**src/rtl/clock_ctrl_pkg.sv**
```systemverilog
// Shared state codes, field-select constants and mode sequencing for the clock front panel.
package clock_ctrl_pkg;

  localparam logic [1:0] ST_RUN     = 2'd0;
  localparam logic [1:0] ST_SET_CLK = 2'd1;
  localparam logic [1:0] ST_SET_ALM = 2'd2;

  localparam logic SEL_HOUR = 1'b1;
  localparam logic SEL_MIN  = 1'b0;

  typedef enum logic [1:0] {
    StRun    = ST_RUN,
    StSetClk = ST_SET_CLK,
    StSetAlm = ST_SET_ALM,
    StRsvd   = 2'd3
  } mode_e;

  // Mode button cycles RUN -> SET_CLK -> SET_ALM -> RUN; the unused code falls back to RUN.
  function automatic mode_e next_mode(input mode_e cur);
    case (cur)
      StRun:    return StSetClk;
      StSetClk: return StSetAlm;
      default:  return StRun;
    endcase
  endfunction

endpackage

```
**src/rtl/btn_edge.sv**
```systemverilog
// Rising-edge detector for one debounced button: previous-value register plus press pulse.
module btn_edge (
  input  logic clk,
  input  logic rst,
  input  logic btn,
  output logic press
);

  logic prev_q, prev_d;

  always_comb begin
    prev_d = btn;
  end

  always_ff @(posedge clk or posedge rst) begin
    if (rst) begin
      prev_q <= 1'b0;
    end else begin
      prev_q <= prev_d;
    end
  end

  assign press = btn & ~prev_q;

endmodule

```
**src/rtl/clock_mode_ctrl.sv**
```systemverilog
// Front-panel sequencer: mode FSM, field select, increment pulses, idle timeout and beep ack.
// Long-press auto-repeat is built only when CLOCK_MODE_CTRL_AUTO_REPEAT_EN is defined.
module clock_mode_ctrl
  import clock_ctrl_pkg::*;
#(
  parameter int unsigned HOLD_CYC    = 25000000,
  parameter int unsigned REPEAT_CYC  = 5000000,
  parameter int unsigned TIMEOUT_CYC = 500000000
) (
  input  logic       clk,
  input  logic       rst,
  input  logic       btn_mode,
  input  logic       btn_sel,
  input  logic       btn_inc,
  input  logic       beep_in,
  output logic       clk_set_en,
  output logic       alm_set_en,
  output logic       set_hr_or_min,
  output logic       inc_short,
  output logic       beep_ack,
  output logic [1:0] mode_code
);

  localparam int unsigned IdleW = (TIMEOUT_CYC > 1) ? $clog2(TIMEOUT_CYC) : 1;
  localparam logic [IdleW-1:0] IdleLast = IdleW'(TIMEOUT_CYC - 1);

  logic mode_p, sel_p, inc_p, any_press, in_set;

  btn_edge u_edge_mode (.clk(clk), .rst(rst), .btn(btn_mode), .press(mode_p));
  btn_edge u_edge_sel  (.clk(clk), .rst(rst), .btn(btn_sel),  .press(sel_p));
  btn_edge u_edge_inc  (.clk(clk), .rst(rst), .btn(btn_inc),  .press(inc_p));

  mode_e            state_q, state_d;
  logic [IdleW-1:0] idle_q, idle_d;
  logic             hr_q, hr_d, inc_q, inc_d, ack_q, ack_d;
  logic             clk_en_q, clk_en_d, alm_en_q, alm_en_d;

`ifdef CLOCK_MODE_CTRL_AUTO_REPEAT_EN
  localparam int unsigned RptMax = (HOLD_CYC > REPEAT_CYC) ? HOLD_CYC : REPEAT_CYC;
  localparam int unsigned HoldW  = (RptMax > 1) ? $clog2(RptMax) : 1;
  localparam logic [HoldW-1:0] HoldLast = HoldW'(HOLD_CYC - 1);
  localparam logic [HoldW-1:0] RptLast  = HoldW'(REPEAT_CYC - 1);

  logic [HoldW-1:0] hold_q, hold_d;
  logic             armed_q, armed_d, rpt_q, rpt_d, rpt_fire;

  // The first wait after a pulse is HOLD_CYC long, every later one REPEAT_CYC.
  assign rpt_fire = armed_q && btn_inc && (hold_q == (rpt_q ? RptLast : HoldLast));

  always_comb begin
    armed_d = armed_q;
    rpt_d   = rpt_q;
    hold_d  = hold_q;
    if (!btn_inc || state_d != state_q) begin
      armed_d = 1'b0;
      rpt_d   = 1'b0;
      hold_d  = '0;
    end else if (!armed_q) begin
      // Only a press that really produced a pulse arms repeat; a beep-consumed press never does.
      if (inc_d) begin
        armed_d = 1'b1;
        rpt_d   = 1'b0;
        hold_d  = '0;
      end
    end else if (rpt_fire) begin
      rpt_d  = 1'b1;
      hold_d = '0;
    end else begin
      hold_d = hold_q + 1'b1;
    end
  end

  always_ff @(posedge clk or posedge rst) begin
    if (rst) begin
      armed_q <= 1'b0;
      rpt_q   <= 1'b0;
      hold_q  <= '0;
    end else begin
      armed_q <= armed_d;
      rpt_q   <= rpt_d;
      hold_q  <= hold_d;
    end
  end
`endif

  always_comb begin
    any_press = mode_p | sel_p | inc_p;
    in_set    = (state_q == StSetClk) || (state_q == StSetAlm);
    state_d   = state_q;
    hr_d      = hr_q;
    inc_d     = 1'b0;
    ack_d     = 1'b0;
    // Priority: beep ack swallows the press, then mode > sel > inc, then timeout expiry.
    if (any_press && beep_in) begin
      ack_d = 1'b1;
    end else if (mode_p) begin
      state_d = next_mode(state_q);
    end else if (sel_p) begin
      if (in_set) hr_d = (hr_q == SEL_HOUR) ? SEL_MIN : SEL_HOUR;
    end else if (inc_p) begin
      inc_d = in_set;
    end else if (in_set && idle_q == IdleLast) begin
      state_d = StRun;
    end
    if (state_q == StRsvd) state_d = StRun;
    if (state_d != state_q && state_d != StRun) hr_d = SEL_HOUR;
`ifdef CLOCK_MODE_CTRL_AUTO_REPEAT_EN
    if (rpt_fire && state_d == state_q) inc_d = 1'b1;
`endif
    idle_d   = (!in_set || state_d != state_q || any_press || btn_inc) ? '0 : idle_q + 1'b1;
    clk_en_d = (state_d == StSetClk);
    alm_en_d = (state_d == StSetAlm);
  end

  always_ff @(posedge clk or posedge rst) begin
    if (rst) begin
      state_q  <= StRun;
      idle_q   <= '0;
      hr_q     <= SEL_HOUR;
      inc_q    <= 1'b0;
      ack_q    <= 1'b0;
      clk_en_q <= 1'b0;
      alm_en_q <= 1'b0;
    end else begin
      state_q  <= state_d;
      idle_q   <= idle_d;
      hr_q     <= hr_d;
      inc_q    <= inc_d;
      ack_q    <= ack_d;
      clk_en_q <= clk_en_d;
      alm_en_q <= alm_en_d;
    end
  end

  assign mode_code     = state_q;
  assign clk_set_en    = clk_en_q;
  assign alm_set_en    = alm_en_q;
  assign set_hr_or_min = hr_q;
  assign inc_short     = inc_q;
  assign beep_ack      = ack_q;

endmodule
```
**config.mk**
```make
export PLATFORM = sky130hd
export DESIGN_NAME = clock_mode_ctrl
export DESIGN_NICKNAME = d
export VERILOG_FILES = /design/src/rtl/clock_ctrl_pkg.sv /design/src/rtl/btn_edge.sv /design/src/rtl/clock_mode_ctrl.sv
export SDC_FILE = /design/constraint.sdc
export NUM_CORES = 1
export LEC_CHECK = 0
export BUFFER_PORTS_ARGS = -buffer_cell sky130_fd_sc_hd__buf_2
export CELL_PAD_IN_SITES_DETAIL_PLACEMENT = 2
export CELL_PAD_IN_SITES_GLOBAL_PLACEMENT = 2
export CORE_MARGIN = 1.5
export CORE_UTILIZATION = 31
export CTS_CLUSTER_DIAMETER = 100
export DETAILED_ROUTE_END_ITERATION = 6
export PLACE_DENSITY_LB_ADDON = 0.12
export SLEW_MARGIN = 10
export SYNTH_ARGS = -nofsm -noshare
export SYNTH_HDL_FRONTEND = slang
export SYNTH_SLANG_ARGS = --single-unit
```
**constraint.sdc**
```tcl
create_clock -name clk -period 6.6 [get_ports clk]
set_clock_uncertainty 0.15 [all_clocks]
set_input_delay 0.33 -clock clk [delete_from_list [all_inputs] [get_ports clk]]
set_output_delay 0.33 -clock clk [all_outputs]
set_load 0.05 [all_outputs]
```
==> out/results.txt <==
Io pins - 13
Initial drt markers - 54
GRT overflow - 0
Placed Cells - 295
Final hold viol count - 14
CP bufs+invs - 1
Worst-margin pin slew - 1.05 ns
Clk_lat worst skew - 0.29 ns
CP Max Fanout - 29
Worst path max stage delay - 0.87 ns
Cts hold-fix bufs - 0
Status - finished with violations
Post-Syn Area per Cell - 9.80 um^2
Post-Syn Nets - 220
Die Span Y - 84.5 um
PostCTS Resize Cnt - 0
Post-DP HPWL - 3970 um
Fmax - 0.307 GHz
Final Max Tran Viols - 0
Area contributors post-synth - dfrtp_1, nor3_1, xor2_1
Share of the synthesized area in the top cell type - 46.2%
Worst-path clk slew - 0.08 ns
Initial core utilization - 32.2%
Via count - 1591
Synth cell types - 41
Critical Path Start Type - register
Post-CTS Repair Setup Buffers - 0
CTS tree - done
Chip width - 84.5 um
Power Density - 316 nW/um^2
Num CTS Buffers - 5
Post-synthesis sequential area ratio - 47.5%
CP Capture Type - register
Synth Register Bits - 39
Clock sinks - 39
First-pass GRT wire length - 9090 um
Crit path max-delay family - simple AND/OR/NAND/NOR gates
Largest net degree at the start of global routing - 30
Bufs on Longest Clock Path - 2
HP Class - primary input to async pin
Worst slew margin - 30.1%
# DRC - 0
Routability cong. - 0.754
Fin Setup TNS - 0 ns
Synth warnings - 0
H-tree depth - 2
Post-layout nets - 235
Antenna Cells - 0
FFs w/ async S/R, synth - 100%
Post-synth top flop - dfrtp_1
Leakage - 0.904 nW
Violations in the final reports - negative hold slack
Root buffer cell - clkbuf_8
Layout Cells excl Fill - 303
Area growth, synth to finish - 10.7%
Ratio of cells with drive above 1 in the final layout - 12.8%
Cell count after synthesis - 210
Post-Syn Area - 2060 um^2
Routed length per placed instance - 17.6 um
Initial DRT Pass Iterations - 3
Vias in the first global route - 1758
Port Buf Inserts - 12
Worst vdd ir - 0.166 mV
EDFF count, synth - 0
Core box area - 6390 um^2
Critical path class - register to register
Final period utilization - 49.4%
Crit-path cells - inv_1, ha_1, nor4bb_1, and4_1, nand4_1, nor2_1, a211o_1, nor3_1
Std-Cell Rows - 29
RSZ-0062 raised after global routing - false
Final-report setup violation count - 0
Final hold slack - -0.00846 ns
Initial antenna violation count - 0
Number of max-cap violations - 0
Crit path DAT - 3.24 ns
Tmin final - 3.26 ns
Cell taking the most area after synthesis - dfrtp_1
Overall die area - 7130 um^2
All-Layer GR Usage - 16.3%
Vias per cell - 5.25
CP Data Required Time - 6.58 ns
Slowest cell on the critical path - a211o_1
Routed wire length - 5340 um
Routed Antenna Nets - 0
[layout by cell type, fill, tap and decap left out, types with 2 or more instances in the layout]
| master | netlist | routed |
|---|---|---|
| nor2_1 | 18 | 18 |
| nand4_1 | 9 | 9 |
| inv_1 | 5 | 5 |
| nor3_2 | 2 | 2 |
| nor2b_1 | 4 | 4 |
| dfrtp_1 | 38 | 38 |
| ha_1 | 4 | 4 |
| nor3b_1 | 3 | 3 |
| xnor2_1 | 13 | 13 |
| a21oi_1 | 5 | 5 |
| nor3_1 | 33 | 33 |
| and3_1 | 3 | 3 |
| buf_4 | 1 | 3 |
| xor2_1 | 14 | 14 |
| nand2_1 | 16 | 16 |
| mux2i_1 | 2 | 2 |
| clkbuf_8 | 0 | 7 |
| buf_2 | 2 | 12 |
| and4_1 | 2 | 2 |
| o22ai_1 | 2 | 2 |
| nor4_1 | 5 | 5 |
| nand3_1 | 8 | 8 |
[flip-flops by register name (all words and copies together), names as in the netlist]
register	count
u_edge_mode.prev_q	1
inc_short	1
u_edge_inc.prev_q	1
mode_code	2
idle_q	29
u_edge_sel.prev_q	1
set_hr_or_min	1
alm_set_en	1
clk_set_en	1
beep_ack	1
[routing by layer]
layer  GRT usage (%)  routed length [um]
met1            22.4                2710
met2            26.2                2490
met3            4.13                 103
met4            3.52                  35
met5               0                   0
[area by class of cell]
cell class	count	area (um^2)
Timing Repair Buffer	15	82.6
Clock buffer	8	100
Tap cell	77	96.3
Sequential cell	39	977
Inverter	6	22.5
Multi-Input combinational cell	158	998
Fill cell	722	4110
[Yosys cell counts, drive strengths merged, types with 5 or more instances]
master   n
nand4    9
xor2    14
xnor2   14
inv      6
buf      6
a21oi    5
nor2    18
dfrtp   38
nor4     5
nor3    35
nand3    8
nand2   16
[kinds of logic after synthesis]
| family | share of synthesized area [%] |
|---|---|
| and+or+nand+nor | 28.3 |
| DFF | 47.5 |
| xor gates and xnor gates | 12.3 |
| AOI/OAI and AO/OA | 4.50 |
| buffers and inverters | 3.95 |
| adders and majority gates | 2.43 |
| muxes | 0.973 |
[where the power goes]
group	internal (mW)	switching, mW
clock	0.0955	0.0847
sequential	0.256	0.0148
combinational	0.0675	0.201
total	0.419	0.301
[worst paths after layout]
| kind | from | to | slack (ns) | cells past startpoint |
|---|---|---|---|---|
| max in group asynchronous | rst | set_hr_or_min$_DFFE_PP1P_ | 5.47 | 3 |
| max reg2reg | mode_code[1]$_DFF_PP0_ | idle_q[3]$_DFF_PP0_ | 3.34 | 8 |
| min | rst | idle_q[6]$_DFF_PP0_ | -0.008 | 2 |
| min reg2reg | idle_q[0]$_DFF_PP0_ | idle_q[0]$_DFF_PP0_ | 0.36 | 1 |
| max | mode_code[1]$_DFF_PP0_ | idle_q[3]$_DFF_PP0_ | 3.34 | 8 |
| min in group clk | btn_sel | u_edge_sel.prev_q$_DFF_PP0_ | 0.01 | 1 |
[metrics by stage]
| stage | utilization [%] | setup slack [ns] | total power [mW] | instance area [um^2] |
|---|---|---|---|---|
| 6_report | 35.7 | 3.34 | 0.720 | 2280 |
| 5_1_grt | 35.7 | 3.03 | 0.766 | 2280 |
| 4_1_cts | 35.7 | 3.29 | 0.732 | 2280 |
| 3_5_place_dp | 34.1 | 3.31 | 0.550 | 2180 |
| 3_3_place_gp | 34.1 | 3.47 | 0.539 | 2180 |
| 2_1_floorplan | - | 3.75 | 0.507 | 2060 |
Note: power is estimated with default switching activity, not from simulation.
